**config.mk**
```make
export PLATFORM = sky130hd
export DESIGN_NAME = mem_arb2
export DESIGN_NICKNAME = d
export VERILOG_FILES = /design/src/rtl/mem_pkg.sv /design/src/rtl/mem_arb2.sv
export SDC_FILE = /design/constraint.sdc
export NUM_CORES = 1
export LEC_CHECK = 0
export CAP_MARGIN = 30
export CELL_PAD_IN_SITES_DETAIL_PLACEMENT = 0
export CELL_PAD_IN_SITES_GLOBAL_PLACEMENT = 1
export CORE_ASPECT_RATIO = 0.5
export CORE_UTILIZATION = 15
export CTS_CLUSTER_DIAMETER = 100
export DETAILED_ROUTE_END_ITERATION = 12
export PLACE_DENSITY = 0.88
export SYNTH_ARGS = -nofsm -noshare
export SYNTH_HDL_FRONTEND = slang
export SYNTH_SLANG_ARGS = --single-unit
```
**constraint.sdc**
```tcl
create_clock -name clk_i -period 2.6 [get_ports clk_i]
set_clock_uncertainty 0.15 [all_clocks]
set_input_delay 0.52 -clock clk_i [delete_from_list [all_inputs] [get_ports clk_i]]
set_output_delay 0.52 -clock clk_i [all_outputs]
set_load 0.005 [all_outputs]
```
**src/rtl/mem_pkg.sv**
```systemverilog
// Shared RAM bus types used by the hosts, the arbiter and the RAM device port.
package mem_pkg;

  localparam int ADDR_W = 32;
  localparam int DATA_W = 32;
  localparam int MASK_W = DATA_W / 8;

  // Host-to-device request channel.
  typedef struct packed {
    logic              req;
    logic              we;
    logic [ADDR_W-1:0] addr;
    logic [DATA_W-1:0] data;
    logic [MASK_W-1:0] mask;
  } mem_h2d_t;

  // Device-to-host response channel.
  typedef struct packed {
    logic              gnt;
    logic              valid;
    logic [DATA_W-1:0] data;
    logic              error;
  } mem_d2h_t;

endpackage

```
**src/rtl/mem_arb2.sv**
```systemverilog
// mem_arb2: two-host to one-device arbiter for the shared RAM bus.
//
// Handshake: a host raises req with stable fields and holds them until it
// sees gnt; the request is accepted in the cycle where req and gnt are both
// high. The device answers every accepted request with exactly one valid
// pulse, in acceptance order. An in-order ID FIFO remembers which host owns
// each outstanding request so the valid pulse can be steered back to it.
//
// Build option: define MEM_ARB_RR_EN for round-robin tie breaking.
// Without it host 0 has fixed priority on a tie and host 1 may starve.
module mem_arb2
  import mem_pkg::*;
#(
  parameter int MAX_OUT = 4
) (
  input  logic     clk_i,
  input  logic     rst_i,
  input  mem_h2d_t h0_i,
  output mem_d2h_t h0_o,
  input  mem_h2d_t h1_i,
  output mem_d2h_t h1_o,
  output mem_h2d_t dev_o,
  input  mem_d2h_t dev_i,
  output logic     orphan_o
);

  localparam int PW = $clog2(MAX_OUT);
  localparam int CW = PW + 1;

  // Registered state.
  logic [CW-1:0]      occ_q;
  logic [PW-1:0]      wptr_q;
  logic [PW-1:0]      rptr_q;
  logic [MAX_OUT-1:0] id_q;
  logic               orphan_q;
`ifdef MEM_ARB_RR_EN
  logic               last_q;
`endif

  // Combinational decode.
  logic full;
  logic empty;
  logic el0;
  logic el1;
  logic win_vld;
  logic winner;
  logic acc;
  logic pop;
  logic head;
  logic orphan_set;

  // Eligibility, winner selection and FIFO push/pop decode.
  // Full comes from registered occupancy only, so dev_i.valid never reaches dev_o.req.
  always_comb begin
    full       = (occ_q == CW'(MAX_OUT));
    empty      = (occ_q == '0);
    el0        = h0_i.req & ~full & ~rst_i;
    el1        = h1_i.req & ~full & ~rst_i;
    win_vld    = el0 | el1;
    winner     = 1'b0;
    if (el0 && el1) begin
`ifdef MEM_ARB_RR_EN
      winner = ~last_q;
`else
      winner = 1'b0;
`endif
    end else begin
      winner = el1;
    end
    acc        = win_vld & dev_i.gnt;
    pop        = dev_i.valid & ~empty & ~rst_i;
    head       = id_q[rptr_q];
    orphan_set = dev_i.valid & empty & ~rst_i;
  end

  // Request mux to the device and response steering back to the hosts.
  always_comb begin
    dev_o       = winner ? h1_i : h0_i;
    dev_o.req   = win_vld;

    h0_o        = '0;
    h0_o.gnt    = acc & ~winner;
    h0_o.valid  = pop & ~head;
    h0_o.data   = dev_i.data;
    h0_o.error  = dev_i.error;

    h1_o        = '0;
    h1_o.gnt    = acc & winner;
    h1_o.valid  = pop & head;
    h1_o.data   = dev_i.data;
    h1_o.error  = dev_i.error;

    orphan_o    = orphan_q;
  end

  // ID FIFO pointers, entries and occupancy; push on accept, pop on response.
  always_ff @(posedge clk_i) begin
    if (rst_i) begin
      occ_q  <= '0;
      wptr_q <= '0;
      rptr_q <= '0;
      id_q   <= '0;
    end else begin
      if (acc) begin
        id_q[wptr_q] <= winner;
        wptr_q       <= wptr_q + PW'(1);
      end
      if (pop) begin
        rptr_q <= rptr_q + PW'(1);
      end
      case ({acc, pop})
        2'b10:   occ_q <= occ_q + CW'(1);
        2'b01:   occ_q <= occ_q - CW'(1);
        default: occ_q <= occ_q;
      endcase
    end
  end

  // Sticky orphan flag: a response arrived with nothing outstanding.
  always_ff @(posedge clk_i) begin
    if (rst_i) begin
      orphan_q <= 1'b0;
    end else if (orphan_set) begin
      orphan_q <= 1'b1;
    end
  end

`ifdef MEM_ARB_RR_EN
  // Round-robin memory of the last accepted host; reset to 1 so host 0 wins the first tie.
  always_ff @(posedge clk_i) begin
    if (rst_i) begin
      last_q <= 1'b1;
    end else if (acc) begin
      last_q <= winner;
    end
  end
`endif

endmodule

```
Yosys cells after proc, flatten, opt, wreduce, memory -nomap -nowiden
Index checks and enable logic that the tools add are counted.
{ "totals": {"out_inout_bits": 141, "word_cells": 46, "reg_bits": 12} }
{ "op_classes": {"bitwise_logic": 19, "n_addsub": 4, "reduce_logical": 4, "eq_ne": 3, "order_cmp": 3, "n_mux": 8} }
{ "op_table": {"columns": ["cell", "count"], "rows": [
  ["69-bit two-way mux", 1],
  ["1-bit bitwise AND", 13],
  ["2-bit by 3-bit less-than comparator with 1-bit output (second input constant)", 2],
  ["3-bit one-hot mux with 2 select lines", 1],
  ["1-bit inverter", 5],
  ["2-bit by 1-bit adder with 2-bit output (second input constant)", 2],
  ["4-bit bitwise mux", 1],
  ["3-bit by 1-bit adder with 3-bit output (second input constant)", 1],
  ["3-bit == test (second input constant)", 1],
  ["3-bit logical NOT", 1],
  ["1-bit two-way mux", 3],
  ["3-bit by 1-bit subtractor with 3-bit output (second input constant)", 1],
  ["1-bit binary-select mux with 2-bit select", 1],
  ["1-bit demux with 2-bit select", 1],
  ["2-bit by 1-bit == test with 1-bit output (second input constant)", 1],
  ["2-bit == test (second input constant)", 1],
  ["2-bit by 1-bit greater-or-equal comparator with 1-bit output (second input constant)", 1],
  ["1-bit logical AND", 2],
  ["2-bit nonzero test", 1],
  ["1-bit bitwise OR", 1]
]} }

Longest topological paths before layout
Gate-level depths: netlist of the first run.
{ "logic_depth": {"depth_word": 8, "depth_mapped": 8, "mapped_depth_nobuf": 8} }

Least setup slack after synthesis of the first run
OpenSTA, ideal clock, no wires.
{ "synth_path": {"kind": "input to register", "start": "input port h1_i[69] (netlist bit)", "end": "register occ_q[2]", "path_stages": 8, "setup_time_ps": 71, "path_slack_ps": 235, "n_path_buf": 0, "required_time_ps": 2379, "t_arrival_ps": 2144, "path_cell_list": "nor2_1 or4b_2 ha_1 inv_1 fa_1 xor2_1 or3_1 a21oi_1"} }
{ "synth_between": {"elab_chain_len": 6, "elab_cells_between_ends": 8, "cone_classes": "2 x eq/ne; 1 x mux; 4 x bitwise; 1 x reduce/logical"} }
{ "synth_rtl": {"columns": ["element", "line", "text"], "rows": [
  ["from (decl)", "mem_arb2.sv:20", "input mem_h2d_t h1_i,"],
  ["1-bit bitwise AND (*) (2 in a row)", "mem_arb2.sv:58", "el1 = h1_i.req & ~full & ~rst_i;"],
  ["1-bit bitwise OR (*)", "mem_arb2.sv:59", "win_vld = el0 | el1;"],
  ["1-bit bitwise AND (*)", "mem_arb2.sv:70", "acc = win_vld & dev_i.gnt;"],
  ["2-bit by 1-bit == test with 1-bit output or 2-bit == test (tied branches)", "mem_arb2.sv:111", "case ({acc, pop})"],
  ["3-bit one-hot mux with 2 select lines or 2-bit nonzero test (tied branches)", null, null],
  ["to (signal assigned)", "mem_arb2.sv:112", "2'b10: occ_q <= occ_q + CW'(1);"],
  ["to (signal assigned)", "mem_arb2.sv:113", "2'b01: occ_q <= occ_q - CW'(1);"],
  ["to (signal assigned)", "mem_arb2.sv:114", "default: occ_q <= occ_q;"],
  ["to (decl)", "mem_arb2.sv:31", "logic [CW-1:0] occ_q;"]
]} }
Every way passes the cells marked *; elsewhere a longest branch is shown, timed or not.
A chain may end at the register's enable or synchronous reset.

==> results of run 1 <==
power by group through the flow:
stage	Combinational (uW)	Clock [uW]	Sequential, uW
after floorplan	293	0	210
after global placement	635	0	208
after detailed placement	641	0	209
after CTS	680	318	207
after global routing	718	326	209
final	681	310	208
worst max path at each step:
stage	from	end
after floorplan	h1_i[69]	occ_q[2]
after global placement	rst_i	dev_o[42]
after detailed placement	rst_i	dev_o[41]
after CTS	occ_q[2]	dev_o[38]
after global routing	occ_q[2]	dev_o[38]
final	occ_q[2]	dev_o[38]
sequential cells by signal, summed over array words and instances (netlist names):
| register | cells |
|---|---|
| id_q | 4 |
| occ_q | 3 |
| orphan_o | 1 |
| rptr_q | 2 |
| wptr_q | 2 |
layer usage:
metal  GRT usage (%)  vias up
li1                -     1043
met1           17.25     1034
met2           16.66      118
met3           5.928        6
met4          0.7115        0
met5               0        -
cells in the final DEF (no fill, tap or decap), types with 2 or more instances in the layout:
| cell type | count |
|---|---|
| nand2_1 | 4 |
| clkdlybuf4s50_1 | 142 |
| clkbuf_2 | 24 |
| buf_6 | 38 |
| xor2_1 | 4 |
| dfxtp_2 | 2 |
| buf_12 | 5 |
| dlymetal6s2s_1 | 3 |
| dfxtp_1 | 10 |
| inv_1 | 6 |
| or4b_4 | 2 |
| o21a_1 | 2 |
| nor3_1 | 2 |
| o311ai_0 | 5 |
| mux2_4 | 56 |
| buf_4 | 14 |
| ha_1 | 5 |
| clkbuf_16 | 3 |
| a21oi_1 | 4 |
| mux2_2 | 13 |
| or3_1 | 2 |
| o21ai_0 | 7 |
| nor2_1 | 9 |
| buf_2 | 11 |
| buf_16 | 7 |
tightest hold or removal path: cells and delay by family, from the launching register on:
kind	cells	cell delay [ps]
flops	1	320
simple gates	1	70
compound gates	1	40
cell families (layout without fill, tap and decap cells):
kind of cell	Yosys count	count (layout)	synth area share, %
AO/OA/AOI/OAI	19	19	5.434
flip-flops	12	12	10.76
AND/OR/NAND/NOR	24	24	5.882
multiplexers	70	70	45.04
XOR/XNOR	4	4	1.568
adder cells (fa/ha/maj)	6	6	3.698
buffers and inverters	83	257	27.62
cell type report:
class	count	share of cell area, %
repair buffers	247	55.22
multi-input cells	123	31.45
well taps	198	5.486
flip-flops and latches	12	5.375
clock buffers	4	1.967
inverters	6	0.4988
through the flow:
step	worst slack [ps]	hold WS [ps]
CTS	-203.1	331.4
global route	-247.9	356.0
global placement	-670.8	306.7
floorplan	235.0	310.4
finish	-204.7	325.8
detailed placement	-702.4	321.2
timing repair:
item / in CTS / in global routing
endpoints found under the setup margin: 76 / 73
pin swaps: 1 / 1
resized for setup: 267 / 60
buffers inserted: 7 / 1
endpoints found under the hold margin: 0 / 0
cloned: 8 / 0
hold buffers: 0 / 0
==> metrics.cfg, run 1 <==
[routing]
drt-total-wl_um = 10280
drc = 0
drt-met1-wl_um = 4782
wl_met3_um = 1133
dr.pass1.iters = 4
num_vias = 2201
dr.max_layer_used = met4
wire_per_inst_um = 17.42
vias_per_cell = 3.731
wl_met2_um = 4324
detail-route-antenna-nets = 0
drt_iter0_markers = 68

[setup_path]
critPathKind = reg2out
path_cells = nor3b_4 -> or4b_4 -> buf_12 -> buf_12 -> buf_16 -> mux2_4 -> buf_6
worstRegToRegCells = 9
critical_path_depth = 7
cp.arrival_ps = 2130
cp_max_fo = 6
critPathLaunchType = flop
reg2reg_slack_ps = 210
crit_top_cell = buf_12
slowest_stage = or4b_4
r2r_start = occ_q[2]
critical_path_buf_inv_count = 4
critical_path.top_delay_family = simple AND/OR/NAND/NOR gates
slowest_delay_ps = 530
r2r-end = occ_q[2]
worst_setup_path_end_kind = output port
cp.required_ps = 1930

[cells_and_area]
n_fill_cell = 1513
num_antenna_cells = 0
layoutNonFillerInstCount = 590
regArea_um2 = 242.7
drive_gt1_share_pct = 46.43
fin_area_um2 = 4516
area.growth.synth_to_final_pct = 102.2
finalNetCount = 576
final_core_util_pct = 31.13
multi_input_area_um2 = 1420

[synthesis]
yosysTopAreaCell = mux2_4
synth_cell_types = 26
synthesis.area_um2 = 2233
synth_ff_type = dfxtp_1
syn_area_per_cell_um2 = 10.24
synth_area_leaders = mux2_4 37%, buf_4 23%, dfxtp_1 11%, mux2_2 7.1%, buf_6 3.5%
synth.top_cell.area_share_pct = 36.97
async_flop_share_pct = 0
yosysWarnings = 0
synthCells = 218
syn_nets = 401
ys_seq_elements = 12
synthTopCellsByCount = 67 x buf_4, 55 x mux2_4, 14 x mux2_2, 12 x dfxtp_1, 9 x nor2_1
yosysSeqAreaShare_pct = 10.76
synth-edff-count = 0
synth_most_common_cell = buf_4

[floorplanning]
core_um2 = 14510
die_h_um = 88.28
io_pins = 318
die_w_um = 174.6
initial_core_util_pct = 15.40
rows = 31
dieArea_um2 = 15410

[worst_hold_path]
hold_class = reg2reg
whs_endpoint = orphan_o
worstHoldStart = orphan_o
hold_depth = 2

[power_and_ir_drop]
power.density_nw_per_um2 = 265.4
seq_power_share_pct = 17.4
p_sw_uw = 295.5
finalPower_uw = 1199
p_comb_share_pct = 56.8
power.internal_uw = 903.1
leakagePower_uw = 0.002084
clock_power_share_pct = 25.9
ir_drop_mv = 0.1976
switching_share_pct = 24.66

[timing]
relSlewSlack_pct = 67.30
drv_slew = 0
fin_tns_setup_ps = -5406
hold_viol = 0
tightestPinTransition_ps = 485.4
finalWorstSetupSlack_ps = -204.7
fin_crit_ps = 2805
fmax_ghz = 0.3565
rsz0062_at_grt = true
final.period_utilization_pct = 107.9
setup_viol = 55

[placed_design]
dp_hpwl_um = 7842
placed_cells = 572
io_buffers = 218
postPlaceCellArea_um2 = 4194
gp_congestion = 0.7360

[clocking]
clockRootBuffer = clkbuf_16
h-tree-depth = 1
clockBufferDepth = 2
clkLatencyLatePin_ps = 240
cts_tree = yes
clock_sinks = 12
clkSlewWorstSetupHoldPaths_ps = 40
cts_inserted_buffers = 3

[grt]
grt_pass1_wl_um = 13570
track_usage_pct = 12.08
grt_antenna_before_repair = 0
grt_overflow = 0
grt_pass1_vias = 2114
grt_max_degree = 16

[outcome]
violations = negative setup slack
outcome = finished with violations

[flow_run]
maxCapViolCount = 0

No activity file was read; power rests on OpenSTA's default activity.
==> run 2, diff against run 1 <==
Settings changed: ABC_AREA set to 1, CORE_UTILIZATION 15 to 12, PLACE_DENSITY 0.88 to 0.86.
==> metrics.cfg, run 2 <==
[routing]
dr.pass1.iters = 4
drc = 0
detail-route-antenna-nets = 0
vias_per_cell = 3.513
drt-met1-wl_um = 4776
drt-total-wl_um = 10960
drt_iter0_markers = 173
wire_per_inst_um = 13.65
wl_met3_um = 810
num_vias = 2821
dr.max_layer_used = met5
wl_met2_um = 5275

[synthesis]
synth.top_cell.area_share_pct = 40.43
ys_seq_elements = 12
synth_cell_types = 17
synthesis.area_um2 = 2079
yosysTopAreaCell = nand2_1
synthCells = 389
async_flop_share_pct = 0
synth_most_common_cell = nand2_1
yosysWarnings = 0
syn_nets = 572
synth-edff-count = 0
synthTopCellsByCount = 224 x nand2_1, 73 x buf_4, 17 x inv_1, 12 x dfxtp_1, 11 x a21oi_1
syn_area_per_cell_um2 = 5.346
yosysSeqAreaShare_pct = 11.55
synth_ff_type = dfxtp_1
synth_area_leaders = nand2_1 40%, buf_4 26%, dfxtp_1 12%, inv_1 3.1%, ha_1 3.0%

[floorplanning]
rows = 33
core_um2 = 16640
io_pins = 318
die_h_um = 95.09
dieArea_um2 = 17890
die_w_um = 188.2
initial_core_util_pct = 12.50

[cells_and_area]
final_common_cell = nand2_1
largest_reg_flops = 4
n_fill_cell = 1826
finalNetCount = 761
num_antenna_cells = 0
final_core_util_pct = 27.11
mostFrequentLayoutCells = 219 x nand2_1, 141 x clkdlybuf4s50_1, 38 x dlygate4sd2_1
fin_area_um2 = 4511
drive_gt1_share_pct = 15.80
area.growth.synth_to_final_pct = 116.9
top_regs = id_q x4, occ_q x3
layoutNonFillerInstCount = 803
regMostFlops = id_q

[clocking]
cts_inserted_buffers = 3
h-tree-depth = 1
clock_sinks = 12
clockRootBuffer = clkbuf_16
cts_tree = yes
clockBufferDepth = 2
clkSlewWorstSetupHoldPaths_ps = 40
clkLatencyLatePin_ps = 240

[grt]
grt_pass1_wl_um = 15350
grt_antenna_before_repair = 1
grt_overflow = 0
track_usage_pct = 11.11
grt_pass1_vias = 2663
grt_max_degree = 19

[timing]
whs_ps = 295.0
setup_viol = 0
final.period_utilization_pct = 96.97
hold_viol = 0
fin_crit_ps = 2521
fmax_ghz = 0.3966
tightestPinTransition_ps = 216.4
drv_slew = 0
relSlewSlack_pct = 85.42

[setup_path]
cp.required_ps = 1930
worst_setup_path_end_kind = output port
cp.arrival_ps = 1850
cp_max_fo = 8
critPathKind = in2out
critPathLaunchType = input pin

[placed_design]
postPlaceCellArea_um2 = 4150
dp_hpwl_um = 8330
gp_congestion = 0.7770
io_buffers = 218
placed_cells = 775

[outcome]
outcome = completed

[power_and_ir_drop]
finalPower_uw = 1164
power.density_nw_per_um2 = 258.1
ir_drop_mv = 0.1539
leakagePower_uw = 0.002240

[flow_run]
maxCapViolCount = 0

[worst_hold_path]
hold_class = reg2reg

## run 2: timing repair
action,in CTS,in global routing
setup endpoints to repair,75,53
cloned,6,0
setup buffers,17,3
pin swaps,2,2
hold buffers,0,0
gates resized for setup,117,49
## run 2: through the flow
stage                     worst slack, ps  setup TNS [ps]
final                               78.66               0
after global routing               -3.724          -7.477
after CTS                           3.960               0
after detailed placement           -382.5          -25790
after global placement             -377.4          -25000
after floorplan                     498.1               0
## run 2: area by class of cell
class                      instances  area (um^2)  share of cell area [%]
tap                              227        284.0                   6.297
inverter                          19        78.83                   1.748
sequential                        12        240.2                   5.326
timing repair buffer             266         2628                   58.25
multi-input combinational        276         1205                   26.71
clock buffer                       3        75.07                   1.664
## run 2: layer usage
layer	vias up	global-route usage [%]
met4	2	2.507
met5	-	0
met2	85	17.31
met1	1240	15.04
li1	1485	-
met3	9	3.276
## run 2: worst max-delay path, stage by stage
cell	delay, ps
clkdlybuf4s15_2	190
inv_2	80
nand2_4	60
nor2_4	110
nand2_4	100
buf_12	160
buf_4	140
buf_4	140
nand2_1	50
nand2_1	50
dlygate4sd2_1	250
## run 2: cells by family (layout without fill, tap and decap cells)
group | count (synthesis) | in the layout | share of synthesized area, %
simple gates | 251 | 251 | 47.35
compound gates | 19 | 19 | 4.573
fa+ha+maj | 6 | 6 | 3.971
buf+inv | 101 | 288 | 32.55
flops | 12 | 12 | 11.55
## run 2: final timing paths
kind,from,to,slack (ps),depth (start not counted)
max reg2reg,occ_q[0],occ_q[2],400,13
min,occ_q[0],occ_q[0],300,1
max,rst_i,dev_o[23],80,11
min reg2reg,occ_q[0],occ_q[0],300,1
## run 2: power by group
group / switching, uW / leakage (uW) / internal [uW]
clock network: 81.2 / 0.0000370 / 200
registers: 10.9 / 0.0000982 / 201
logic: 255 / 0.00210 / 416
